--- src/rtl/fft_r2sdf_stage.sv ---
// Radix-2 DIF butterfly stage in single-path delay-feedback form: one complex sample per valid
// cycle, D = 2^LOG2D delay entries, optional twiddle multiply on the difference path.
module fft_r2sdf_stage #(
  parameter int unsigned DW      = 16,
  parameter int unsigned TW      = 16,
  parameter int unsigned LOG2D   = 2,
  parameter int unsigned SCALE   = 1,
  parameter int unsigned TW_MODE = 0
) (
  input  logic          clk_i,
  input  logic          rst_ni,
  input  logic          in_valid_i,
  input  logic          in_sof_i,
  input  logic [DW-1:0] in_re_i,
  input  logic [DW-1:0] in_im_i,
  input  logic [TW-1:0] tw_re_i,
  input  logic [TW-1:0] tw_im_i,
  output logic          out_valid_o,
  output logic          out_sof_o,
  output logic [DW-1:0] out_re_o,
  output logic [DW-1:0] out_im_o
);

  localparam int unsigned D  = 1 << LOG2D;
  localparam int unsigned CW = LOG2D + 1;
  localparam int unsigned KW = (LOG2D > 0) ? LOG2D : 1;
  localparam int unsigned PW = DW + TW;

  localparam logic [DW-1:0]        MaxV = {1'b0, {(DW - 1){1'b1}}};
  localparam logic [DW-1:0]        MinV = {1'b1, {(DW - 1){1'b0}}};
  localparam logic signed [PW:0]   MaxP = {{(PW - DW + 2){1'b0}}, {(DW - 1){1'b1}}};
  localparam logic signed [PW:0]   MinP = {{(PW - DW + 2){1'b1}}, {(DW - 1){1'b0}}};
  localparam logic [PW:0]          Rnd  = (PW + 1)'(1) << (TW - 2);

  // Sum/difference at DW+1 bits back to DW: halve (floor) or clamp.
  function automatic logic [DW-1:0] scale_f(input logic [DW:0] x);
    logic [DW-1:0] r;
    if (SCALE != 0)              r = x[DW:1];
    else if (x[DW] != x[DW-1])   r = x[DW] ? MinV : MaxV;
    else                         r = x[DW-1:0];
    return r;
  endfunction

  function automatic logic [DW-1:0] sat_f(input logic signed [PW:0] x);
    logic [DW-1:0] r;
    if (x > MaxP)      r = MaxV;
    else if (x < MinP) r = MinV;
    else               r = x[DW-1:0];
    return r;
  endfunction

  function automatic logic signed [PW-1:0] mul_f(input logic [DW-1:0] d, input logic [TW-1:0] t);
    logic signed [PW-1:0] de, te;
    de = {{TW{d[DW-1]}}, d};
    te = {{DW{t[TW-1]}}, t};
    return de * te;
  endfunction

  logic [CW-1:0]   cnt_q, cnt_d, cnt_eff;
  logic            primed_q, primed_d;
  logic            out_valid_q, out_valid_d, out_sof_q, out_sof_d;
  logic [DW-1:0]   out_re_q, out_re_d, out_im_q, out_im_d;
  logic [DW-1:0]   mem_re_q [D];
  logic [DW-1:0]   mem_im_q [D];
  logic [KW-1:0]   k;
  logic            phase, resync;
  logic [DW-1:0]   a_re, a_im, sum_re, sum_im, dif_re, dif_im, t_re, t_im;
  logic signed [PW-1:0] p_rr, p_ii, p_ri, p_ir;
  logic signed [PW:0]   acc_re, acc_im;

  // A framed sample restarts the frame count at zero.
  assign cnt_eff = in_sof_i ? '0 : cnt_q;
  assign phase   = cnt_eff[LOG2D];
  assign resync  = in_valid_i & in_sof_i & (cnt_q != '0);

  if (LOG2D > 0) begin : g_k
    assign k = cnt_eff[KW-1:0];
  end else begin : g_k0
    assign k = '0;
  end

  always_comb begin
    a_re   = mem_re_q[k];
    a_im   = mem_im_q[k];
    sum_re = scale_f({a_re[DW-1], a_re} + {in_re_i[DW-1], in_re_i});
    sum_im = scale_f({a_im[DW-1], a_im} + {in_im_i[DW-1], in_im_i});
    dif_re = scale_f({a_re[DW-1], a_re} - {in_re_i[DW-1], in_re_i});
    dif_im = scale_f({a_im[DW-1], a_im} - {in_im_i[DW-1], in_im_i});
    p_rr   = mul_f(dif_re, tw_re_i);
    p_ii   = mul_f(dif_im, tw_im_i);
    p_ri   = mul_f(dif_re, tw_im_i);
    p_ir   = mul_f(dif_im, tw_re_i);
    acc_re = {p_rr[PW-1], p_rr} - {p_ii[PW-1], p_ii} + Rnd;
    acc_im = {p_ri[PW-1], p_ri} + {p_ir[PW-1], p_ir} + Rnd;
    if (TW_MODE != 0) begin
      t_re = sat_f(acc_re >>> (TW - 1));
      t_im = sat_f(acc_im >>> (TW - 1));
    end else begin
      t_re = dif_re;
      t_im = dif_im;
    end
  end

  always_comb begin
    cnt_d       = cnt_q;
    primed_d    = primed_q;
    out_valid_d = 1'b0;
    out_sof_d   = 1'b0;
    out_re_d    = out_re_q;
    out_im_d    = out_im_q;
    if (in_valid_i) begin
      cnt_d = cnt_eff + CW'(1);
      if (resync)         primed_d = 1'b0;
      else if (&cnt_eff)  primed_d = 1'b1;
      // A resync drops the stale differences still sitting in memory.
      out_valid_d = phase | (primed_q & ~resync);
      out_sof_d   = phase & (k == '0);
      if (out_valid_d) begin
        out_re_d = phase ? sum_re : a_re;
        out_im_d = phase ? sum_im : a_im;
      end
    end
  end

  always_ff @(posedge clk_i) begin
    if (in_valid_i) begin
      mem_re_q[k] <= phase ? t_re : in_re_i;
      mem_im_q[k] <= phase ? t_im : in_im_i;
    end
  end

  always_ff @(posedge clk_i or negedge rst_ni) begin
    if (!rst_ni) begin
      cnt_q       <= '0;
      primed_q    <= 1'b0;
      out_valid_q <= 1'b0;
      out_sof_q   <= 1'b0;
      out_re_q    <= '0;
      out_im_q    <= '0;
    end else begin
      cnt_q       <= cnt_d;
      primed_q    <= primed_d;
      out_valid_q <= out_valid_d;
      out_sof_q   <= out_sof_d;
      out_re_q    <= out_re_d;
      out_im_q    <= out_im_d;
    end
  end

  assign out_valid_o = out_valid_q;
  assign out_sof_o   = out_sof_q;
  assign out_re_o    = out_re_q;
  assign out_im_o    = out_im_q;

endmodule

--- config.mk ---
export PLATFORM = sky130hd
export DESIGN_NAME = fft_r2sdf_stage
export DESIGN_NICKNAME = d
export VERILOG_FILES = /design/src/rtl/fft_r2sdf_stage.sv
export SDC_FILE = /design/constraint.sdc
export NUM_CORES = 1
export LEC_CHECK = 0
export CAP_MARGIN = 0
export CORE_ASPECT_RATIO = 0.75
export CORE_UTILIZATION = 55
export DETAILED_ROUTE_END_ITERATION = 10
export PLACE_DENSITY = 0.81
export SLEW_MARGIN = 40
export SYNTH_ARGS = -nofsm -noshare
export SYNTH_HDL_FRONTEND = slang
export SYNTH_SLANG_ARGS = --single-unit
--- constraint.sdc ---
create_clock -name clk_i -period 10.6 [get_ports clk_i]
set_input_delay 1.06 -clock clk_i [delete_from_list [all_inputs] [get_ports clk_i]]
set_output_delay 1.06 -clock clk_i [all_outputs]
set_load 0.05 [all_outputs]
==> flow_summary_export.csv, run 1 <==
group,metric,value,unit
status,outcome,"completed",
route,via_per_inst,5.99,
clock_network,htreeDepth,4,
clock_network,post_cts_buffers,0,
clock_network,cts_made_buffers,17,
worst_setup_path,end_kind,"flop",
layout,area_growth,14.4,%
timing,finalSetupViolations,0,
power,power.density,230,nW/um2
timing,fin_ws,4.40,ns
power,ir_drop,0.148,mV
worst_setup_path,start_kind,"input pin",
floorplan,fp.coreArea,17700,um2
timing,drv_slew,0,
logic_synthesis,ys_types,67,
timing,finalClockSkew,0.0107,ns
logic_synthesis,syn_area,9910,um2
route,drt_iter0_drc,618,
logic_synthesis,synth_top_area_cell,"edfxtp_1",
timing,slew-limit-headroom,0.445,
layout,final_core_util,0.642,
worst_setup_path,worstPathMaxFanout,36,
route,wl_per_cell,18.3,um
power,power_leakage,4.45,nW
timing,max_clock_freq,161,MHz
clock_network,clkTransAtPathRegs,0.06,ns
logic_synthesis,syn-mean-instance-area,10.1,um2
placed_design,io_buffer_count,69,
grt,gr-total-overflow,0,
logic_synthesis,yosysSeqAreaShare,0.484,
placed_design,dpl.hpwl,15400,um
logic_synthesis,synthArstFlopShare,0.229,
clock_network,cts_tree,"built",
timing,hold_viol_final,0,
route,vias,7636,
worst_setup_path,r2r_cells,14,
timing,rsz0062_at_grt,"false",
floorplan,die-width,157,um
grt,track_usage,0.264,
worst_setup_path,reg2reg_from,"cnt_q[1]$_DFFE_PN0P_",
grt,antenna_found_initial,1,
logic_synthesis,synth_top_cell_area_share,0.388,
clock_network,ctsResizeCount,0,
logic_synthesis,synth_nets,1115,
hold_path,hold_path.class,"flop to flop",
worst_setup_path,crit_start,"in_sof_i",
layout,layout.nets,1156,
floorplan,io_pins,102,
floorplan,num_rows,42,
logic_synthesis,synth-edff-count,128,
route,drtAntennaViolNets,0,
grt,grt_pass1_vias,7297,
clock_network,cts.sinks,166,
clock_network,clock_latency,0.43,ns
timing,min_period,6.20,ns
timing,timing.setup.tns,0,ns
grt,grt_pass1_wl,37500,um
worst_setup_path,r2r_end,"mem_re_q[0][15]$_DFFE_PP_",
route,wirelength,23300,um
clock_network,cts_hold_buf,0,
route,drtPass1Iterations,7,
logic_synthesis,ys_top_cells_by_area,"edfxtp_1 (39%), dfrtp_1 (9.6%), ha_1 (8.2%)",
job,drv_cap,0,
worst_setup_path,r2r_slack,5.09,ns
clock_network,cts.path.max_buffers,2,
logic_synthesis,yosys_warnings,0,
worst_setup_path,path_class,"input pin to flop",
logic_synthesis,synth_top_flop_cell,"edfxtp_1",
placed_design,place.gp.congestion,0.921,
worst_setup_path,endpoint,"mem_re_q[0][15]$_DFFE_PP_",
floorplan,start_util,0.561,
logic_synthesis,ys_seq_elements,166,
worst_setup_path,arrival,6.41,ns
clock_network,root_buffer,"clkbuf_16",
floorplan,dieArea,18600,um2
timing,finalCritPeriodShare,0.585,
timing,tightest_slew,0.832,ns
logic_synthesis,synthCells,978,
layout,num_antenna_cells,0,
worst_setup_path,required,10.81,ns
floorplan,die-height,118,um
route,remaining_drc_errors,0,
layout,drive_gt1_frac,0.0591,
placed_design,post-place-ws,4.04,ns
grt,grt_max_degree,79,
-- logic make-up after synthesis --
family	count (synthesis)	synth area share
compound gates	296	0.199
simple gates	258	0.119
flops	166	0.484
buf+inv	125	0.0494
fa+ha+maj	69	0.0901
xor+xnor	49	0.0433
mux	15	0.0160
-- synth_stat cells (14+ instances only) --
| cell | n |
|---|---|
| o21ai_0 | 67 |
| a31oi_1 | 33 |
| o21bai_1 | 14 |
| nor2_1 | 43 |
| edfxtp_1 | 128 |
| inv_1 | 66 |
| ha_1 | 65 |
| nand2_1 | 126 |
| a211oi_1 | 35 |
| xnor2_1 | 42 |
| clkbuf_1 | 47 |
| nor2b_1 | 34 |
| a21o_1 | 16 |
| a21oi_1 | 59 |
| dfrtp_1 | 38 |
-- layer usage --
metal	up-vias	global-route usage	share of wire
li1	3623	-	-
met1	3664	0.382	0.46
met2	310	0.406	0.44
met3	39	0.0488	0.078
met4	0	0.0752	0.019
met5	-	0	0
-- sequential cells by signal, indices dropped and copies added, names as in the netlist --
name         cells
cnt_q            3
mem_im_q        64
mem_re_q        64
out_im_o        16
out_re_o        16
out_sof_o        1
out_valid_o      1
primed_q         1
-- worst min-delay path by stage --
stage                                         end               startpoint  cells past startpoint
final                     out_im_o[2]$_DFFE_PN0P_  out_im_o[2]$_DFFE_PN0P_                      2
after global routing      out_im_o[5]$_DFFE_PN0P_  out_im_o[5]$_DFFE_PN0P_                      2
after CTS                 out_re_o[1]$_DFFE_PN0P_  out_re_o[1]$_DFFE_PN0P_                      2
after detailed placement  out_im_o[2]$_DFFE_PN0P_  out_im_o[2]$_DFFE_PN0P_                      2
after global placement    out_im_o[3]$_DFFE_PN0P_  out_im_o[3]$_DFFE_PN0P_                      2
after floorplan              primed_q$_DFFE_PN0P_     primed_q$_DFFE_PN0P_                      2
-- cells in the final DEF, fill, tap and decap left out, types with 16 or more instances in the layout --
master           count
dfrtp_1             37
a211oi_1            35
clkbuf_16           17
a21oi_1             59
a31oi_1             33
nor2b_1             33
edfxtp_1           128
xnor2_1             42
ha_1                65
nand2_1            126
a21o_1              16
inv_1               66
nor2_1              42
clkdlybuf4s50_1     68
o21ai_0             67
-- per-stage QoR --
step | std cells | hold slack (ns) | cell area (um2) | power (mW)
floorplan | 978 | 0.486 | 9910 | 1.69
global placement | 1242 | 0.461 | 10800 | 1.97
detailed placement | 1242 | 0.471 | 10800 | 1.99
CTS | 1274 | 0.485 | 11300 | 2.60
global route | 1274 | 0.509 | 11300 | 2.74
finish | 1274 | 0.478 | 11300 | 2.61
-- worst max-delay path: stages --
cell and delay (ns):
clkdlybuf4s50_1 0.57, nor2b_1 0.59, inv_1 0.57, buf_4 0.42, a211oi_1 0.29, a31oi_1 0.17
fa_1 0.50, a21oi_1 0.23, o21bai_1 0.14, a2111oi_0 0.69, nor4_1 0.18, or3_1 0.38
a21oi_1 0.22, nor4_1 0.09, o221ai_1 0.29
-- where the power goes --
group          leakage [nW]  switching (mW)  internal, mW
registers              1.65          0.0469         0.819
clock network         0.282           0.260         0.350
logic                  2.51           0.720         0.410
-- layout make-up --
type                            instances  area [um2]
Timing Repair Buffer                   80         771
Clock buffer                           19         433
Sequential cell                       166        4800
Fill cell                            1364        6320
Clock inverter                         13         145
Multi-Input combinational cell        687        4640
Tap cell                              242         303
Inverter                               67         251
No activity file was read; power rests on OpenSTA's default activity.
==> inputs of run 2 (changes only) <==
- CORE_UTILIZATION: 55 -> 52
- PLACE_DENSITY: 0.81 -> 0.8
- clock period: 10.6 -> 5.3 ns (I/O delays scaled with it)
==> flow_summary_export.csv, run 2 (synthesis results as in run 1) <==
group,metric,value,unit
status,outcome,"completed",
timing,max_clock_freq,215,MHz
hold_path,hold_path.class,"input pin to async pin",
floorplan,die-width,161,um
timing,hold_viol_final,0,
job,drv_cap,0,
timing,drv_slew,0,
timing,min_period,4.64,ns
timing,timing.setup.tns,0,ns
power,totalPowerFinal,5.33,mW
placed_design,dpl.hpwl,16500,um
layout,drive_gt1_frac,0.0753,
grt,grt_max_degree,79,
layout,multiInputGateArea,4640,um2
timing,slew-limit-headroom,0.441,
floorplan,start_util,0.534,
clock_network,cts_made_buffers,17,
grt,track_usage,0.251,
layout,seq_area,4800,um2
clock_network,cts.sinks,166,
timing,tightest_slew,0.839,ns
clock_network,post_cts_buffers,0,
grt,grt_pass1_wl,37500,um
route,wl_per_cell,18.4,um
grt,grt_pass1_vias,7253,
clock_network,clkTransAtPathRegs,0.07,ns
clock_network,cts.path.max_buffers,2,
floorplan,io_pins,102,
power,p_comb_frac,0.434,
timing,holdWs,0.0850,ns
worst_setup_path,path_class,"input pin to flop",
power,switching_share,0.385,
worst_setup_path,start_kind,"input pin",
power,power.density,462,nW/um2
route,via_per_inst,5.81,
route,drtAntennaViolNets,0,
floorplan,num_rows,43,
worst_setup_path,end_kind,"flop",
worst_setup_path,arrival,4.80,ns
placed_design,io_buffer_count,69,
clock_network,root_buffer,"clkbuf_16",
worst_setup_path,r2r_slack,0.75,ns
clock_network,cts_hold_buf,0,
power,p_int,3.27,mW
route,wirelength,23800,um
power,ir_drop,0.256,mV
clock_network,cts_tree,"built",
grt,antenna_found_initial,0,
layout,final_area,11500,um2
clock_network,ctsResizeCount,0,
layout,area_growth,16.3,%
floorplan,die-height,122,um
route,vias,7527,
worst_setup_path,worstPathMaxFanout,20,
power,netSwitchingPower,2.05,mW
layout,num_antenna_cells,0,
grt,gr-total-overflow,0,
floorplan,dieArea,19600,um2
layout,layout_commonest_cell,"edfxtp_1",
power,power_leakage,4.55,nW
timing,finalSetupViolations,0,
power,p_seq_frac,0.325,
placed_design,place.gp.congestion,0.909,
layout,layout.nets,1173,
clock_network,clock_latency,0.43,ns
floorplan,fp.coreArea,18600,um2
placed_design,placed_area,10900,um2
placed_design,dp.cells,1264,
route,drt_iter0_drc,659,
clock_network,htreeDepth,4,
layout,fillers,1463,
timing,rsz0062_at_grt,"false",
timing,finalCritPeriodShare,0.876,
route,remaining_drc_errors,0,
route,drtPass1Iterations,5,
layout,most-common-layout-cells,"edfxtp_1 (128), nand2_1 (126), clkdlybuf4s50_1 (68)",
layout,instances_no_fill,1296,
layout,reg.largest.list,"mem_im_q x64, mem_re_q x64",
worst_setup_path,required,5.46,ns
timing,finalClockSkew,0.0102,ns
power,clkPwrFrac,0.240,
-- run 2: path summary, 6_finish.rpt --
path,depth (start not counted),end,startpoint
setup / recovery,14,mem_re_q[1][13]$_DFFE_PP_,in_sof_i
hold / removal,1,out_im_o[2]$_DFFE_PN0P_,rst_ni
setup reg to reg,14,mem_re_q[1][13]$_DFFE_PP_,cnt_q[1]$_DFFE_PN0P_
hold reg to reg,2,out_im_o[2]$_DFFE_PN0P_,out_im_o[2]$_DFFE_PN0P_
max in group asynchronous,1,cnt_q[0]$_DFFE_PN0P_,rst_ni
min in group clk_i,2,out_im_o[2]$_DFFE_PN0P_,out_im_o[2]$_DFFE_PN0P_
-- run 2: through the flow --
stage	worst slack [ns]	util
finish	0.658	0.621
global route	0.496	0.621
CTS	0.848	0.621
detailed placement	0.369	0.588
global placement	0.544	0.588
floorplan	1.27	-
-- run 2: cell type report --
cell class,count,share of cell area
repair buffers,97,0.0801
multi-input cells,687,0.402
clock inverters,8,0.0107
well taps,247,0.0268
clock buffers,24,0.0418
flip-flops and latches,166,0.416
inverters,67,0.0218
-- run 2: routing by layer --
| metal | vias to the layer above | global-route usage | part of all wire |
|---|---|---|---|
| li1 | 3651 | - | - |
| met1 | 3594 | 0.354 | 0.47 |
| met2 | 254 | 0.399 | 0.45 |
| met3 | 28 | 0.0507 | 0.065 |
| met4 | 0 | 0.0666 | 0.011 |
| met5 | - | 0 | 0 |
-- run 2: critical path, cell delays in order --
cell	delay, ns
clkdlybuf4s50_1	0.54
nor2b_2	0.39
buf_4	0.38
nand2_1	0.09
a31oi_1	0.44
ha_1	0.43
a21o_1	0.23
a2111oi_0	0.48
buf_4	0.20
nor4_1	0.06
o311a_1	0.36
nor2_1	0.15
xnor2_1	0.08
o21ai_0	0.42
-- run 2: power by group through the flow --
stage          sequential, mW  combinational [mW]  clock (mW)
2_1_floorplan            2.16                1.23           0
3_3_place_gp             1.75                2.25           0
3_5_place_dp             1.76                2.28           0
4_1_cts                  1.73                2.30        1.28
5_1_grt                  1.75                2.51        1.33
6_report                 1.73                2.31        1.28
==> inputs of run 3 (changes only) <==
- CORE_UTILIZATION: 52 -> 55
- PLACE_DENSITY: 0.8 -> 0.81
- clock period: 5.3 -> 4.9 ns (I/O delays scaled with it)
==> flow_summary_export.csv, run 3 (synthesis results as in run 1) <==
group,metric,value,unit
grt,antenna_found_initial,0,
worst_setup_path,cpPeakStageDelay,0.62,ns
clock_network,cts_made_buffers,17,
timing,finalSetupViolations,0,
floorplan,dieArea,18600,um2
route,vias,7676,
layout,seq_area,4800,um2
layout,layout_commonest_cell,"edfxtp_1",
worst_setup_path,end_kind,"flop",
power,p_comb_frac,0.434,
worst_setup_path,cp_slowest_cell,"clkdlybuf4s50_1",
worst_setup_path,cp.buffers_inverters,3,
timing,timing.setup.tns,0,ns
clock_network,clock_latency,0.43,ns
floorplan,num_rows,42,
power,p_int,3.49,mW
worst_setup_path,path_common_cell,"a21oi_1",
floorplan,die-width,157,um
route,drtPass1Iterations,7,
timing,drv_slew,0,
floorplan,start_util,0.561,
grt,grt_pass1_vias,7392,
timing,hold_viol_final,0,
layout,num_antenna_cells,0,
layout,most-common-layout-cells,"edfxtp_1 (128), nand2_1 (126), clkdlybuf4s50_1 (68)",
clock_network,cts.sinks,166,
route,drtAntennaViolNets,0,
power,power.density,500,nW/um2
clock_network,htreeDepth,4,
worst_setup_path,reg2reg_from,"cnt_q[1]$_DFFE_PN0P_",
grt,grt_pass1_wl,38100,um
route,via_per_inst,5.96,
clock_network,cts_hold_buf,0,
power,power_leakage,4.52,nW
route,remaining_drc_errors,0,
grt,gr-total-overflow,0,
timing,tightest_slew,0.799,ns
grt,grt_max_degree,79,
timing,max_clock_freq,220,MHz
layout,final_core_util,0.650,
worst_setup_path,worst-path-stages,15,
layout,fillers,1385,
timing,finalCritPeriodShare,0.929,
layout,area_growth,15.7,%
worst_setup_path,r2r_cells,14,
layout,layout.nets,1169,
layout,drive_gt1_frac,0.0737,
worst_setup_path,crit_family,"compound AO/OA/AOI/OAI gates",
timing,finalClockSkew,0.00722,ns
worst_setup_path,crit_start,"in_sof_i",
worst_setup_path,cp_cell_sequence,"clkdlybuf4s50_1 -> nor2b_2 -> inv_1 -> buf_4 -> nand2_1 -> a31oi_1 -> ha_1 -> a21oi_1 -> o2111a_1 -> a221o_1 -> a21o_1 -> o2111ai_1 -> a21oi_1 -> xnor2_1 -> o21ai_0",
timing,min_period,4.55,ns
clock_network,post_cts_buffers,0,
worst_setup_path,arrival,4.70,ns
floorplan,fp.coreArea,17700,um2
route,drt_iter0_drc,631,
power,switching_share,0.391,
hold_path,hold_path.class,"input pin to async pin",
route,wirelength,23700,um
worst_setup_path,r2r_end,"mem_re_q[2][13]$_DFFE_PP_",
worst_setup_path,required,5.05,ns
layout,multiInputGateArea,4640,um2
clock_network,root_buffer,"clkbuf_16",
power,netSwitchingPower,2.24,mW
placed_design,place.gp.congestion,0.903,
power,ir_drop,0.274,mV
placed_design,io_buffer_count,69,
job,drv_cap,0,
worst_setup_path,start_kind,"input pin",
timing,rsz0062_at_grt,"false",
route,wl_per_cell,18.4,um
layout,reg.largest.list,"mem_im_q x64, mem_re_q x64",
floorplan,io_pins,102,
floorplan,die-height,118,um
power,p_seq_frac,0.327,
clock_network,ctsResizeCount,0,
placed_design,dpl.hpwl,15700,um
power,clkPwrFrac,0.239,
grt,track_usage,0.270,
clock_network,cts.path.max_buffers,2,
clock_network,cts_tree,"built",
worst_setup_path,endpoint,"mem_im_q[2][14]$_DFFE_PP_",
worst_setup_path,r2r_slack,0.38,ns
timing,slew-limit-headroom,0.467,
worst_setup_path,path_class,"input pin to flop",
clock_network,clkTransAtPathRegs,0.06,ns
worst_setup_path,worstPathMaxFanout,12,
status,outcome,"completed",
==> run 3: power groups by stage <==
stage | clock [mW] | sequential [mW] | combinational [mW]
CTS | 1.38 | 1.88 | 2.47
global placement | 0 | 1.90 | 2.40
floorplan | 0 | 2.33 | 1.33
finish | 1.37 | 1.87 | 2.49
global route | 1.44 | 1.90 | 2.69
detailed placement | 0 | 1.90 | 2.44
==> run 3: per-stage QoR <==
| stage | worst slack, ns | instance area [um2] | power, mW | hold slack, ns | instances |
|---|---|---|---|---|---|
| finish | 0.349 | 11500 | 5.73 | 0.150 | 1287 |
| global route | 0.0914 | 11500 | 6.03 | 0.188 | 1287 |
| CTS | 0.362 | 11500 | 5.72 | 0.161 | 1287 |
| detailed placement | 0.121 | 10900 | 4.34 | 0.470 | 1255 |
| global placement | 0.246 | 10900 | 4.30 | 0.461 | 1255 |
| floorplan | 0.872 | 9910 | 3.66 | 0.194 | 978 |
==> run 3: worst min-delay path by stage <==
| stage | from | to | slack, ns | depth (start not counted) |
|---|---|---|---|---|
| floorplan | rst_ni | cnt_q[0]$_DFFE_PN0P_ | 0.19 | 0 |
| global placement | out_im_o[7]$_DFFE_PN0P_ | out_im_o[7]$_DFFE_PN0P_ | 0.46 | 2 |
| detailed placement | out_re_o[0]$_DFFE_PN0P_ | out_re_o[0]$_DFFE_PN0P_ | 0.47 | 2 |
| CTS | rst_ni | out_im_o[0]$_DFFE_PN0P_ | 0.16 | 2 |
| global route | rst_ni | out_im_o[3]$_DFFE_PN0P_ | 0.19 | 2 |
| finish | rst_ni | out_im_o[0]$_DFFE_PN0P_ | 0.15 | 2 |
==> run 3: layout make-up <==
| type | count | share of cell area |
|---|---|---|
| sequential | 166 | 0.418 |
| clock inverter | 15 | 0.0154 |
| clock buffer | 17 | 0.0371 |
| inverter | 67 | 0.0219 |
| tap | 242 | 0.0264 |
| multi-input combinational | 687 | 0.404 |
| timing repair buffer | 93 | 0.0766 |
==> run 3: per-layer routing <==
layer,GRT usage,share of wire,vias to the layer above
met5,0,0,-
met4,0.0765,0.015,0
met3,0.0649,0.079,43
met2,0.418,0.45,295
met1,0.377,0.45,3687
li1,-,-,3651
==> run 3: worst register-to-register path: cells and delay by family, from the launching register on <==
family          cells  cell delay, ns
simple gates        4            0.57
fa+ha+maj           1            0.44
compound gates      6            2.06
flops               1            0.56
xor+xnor            1            0.07
buf+inv             1            0.19
mux                 1            0.38
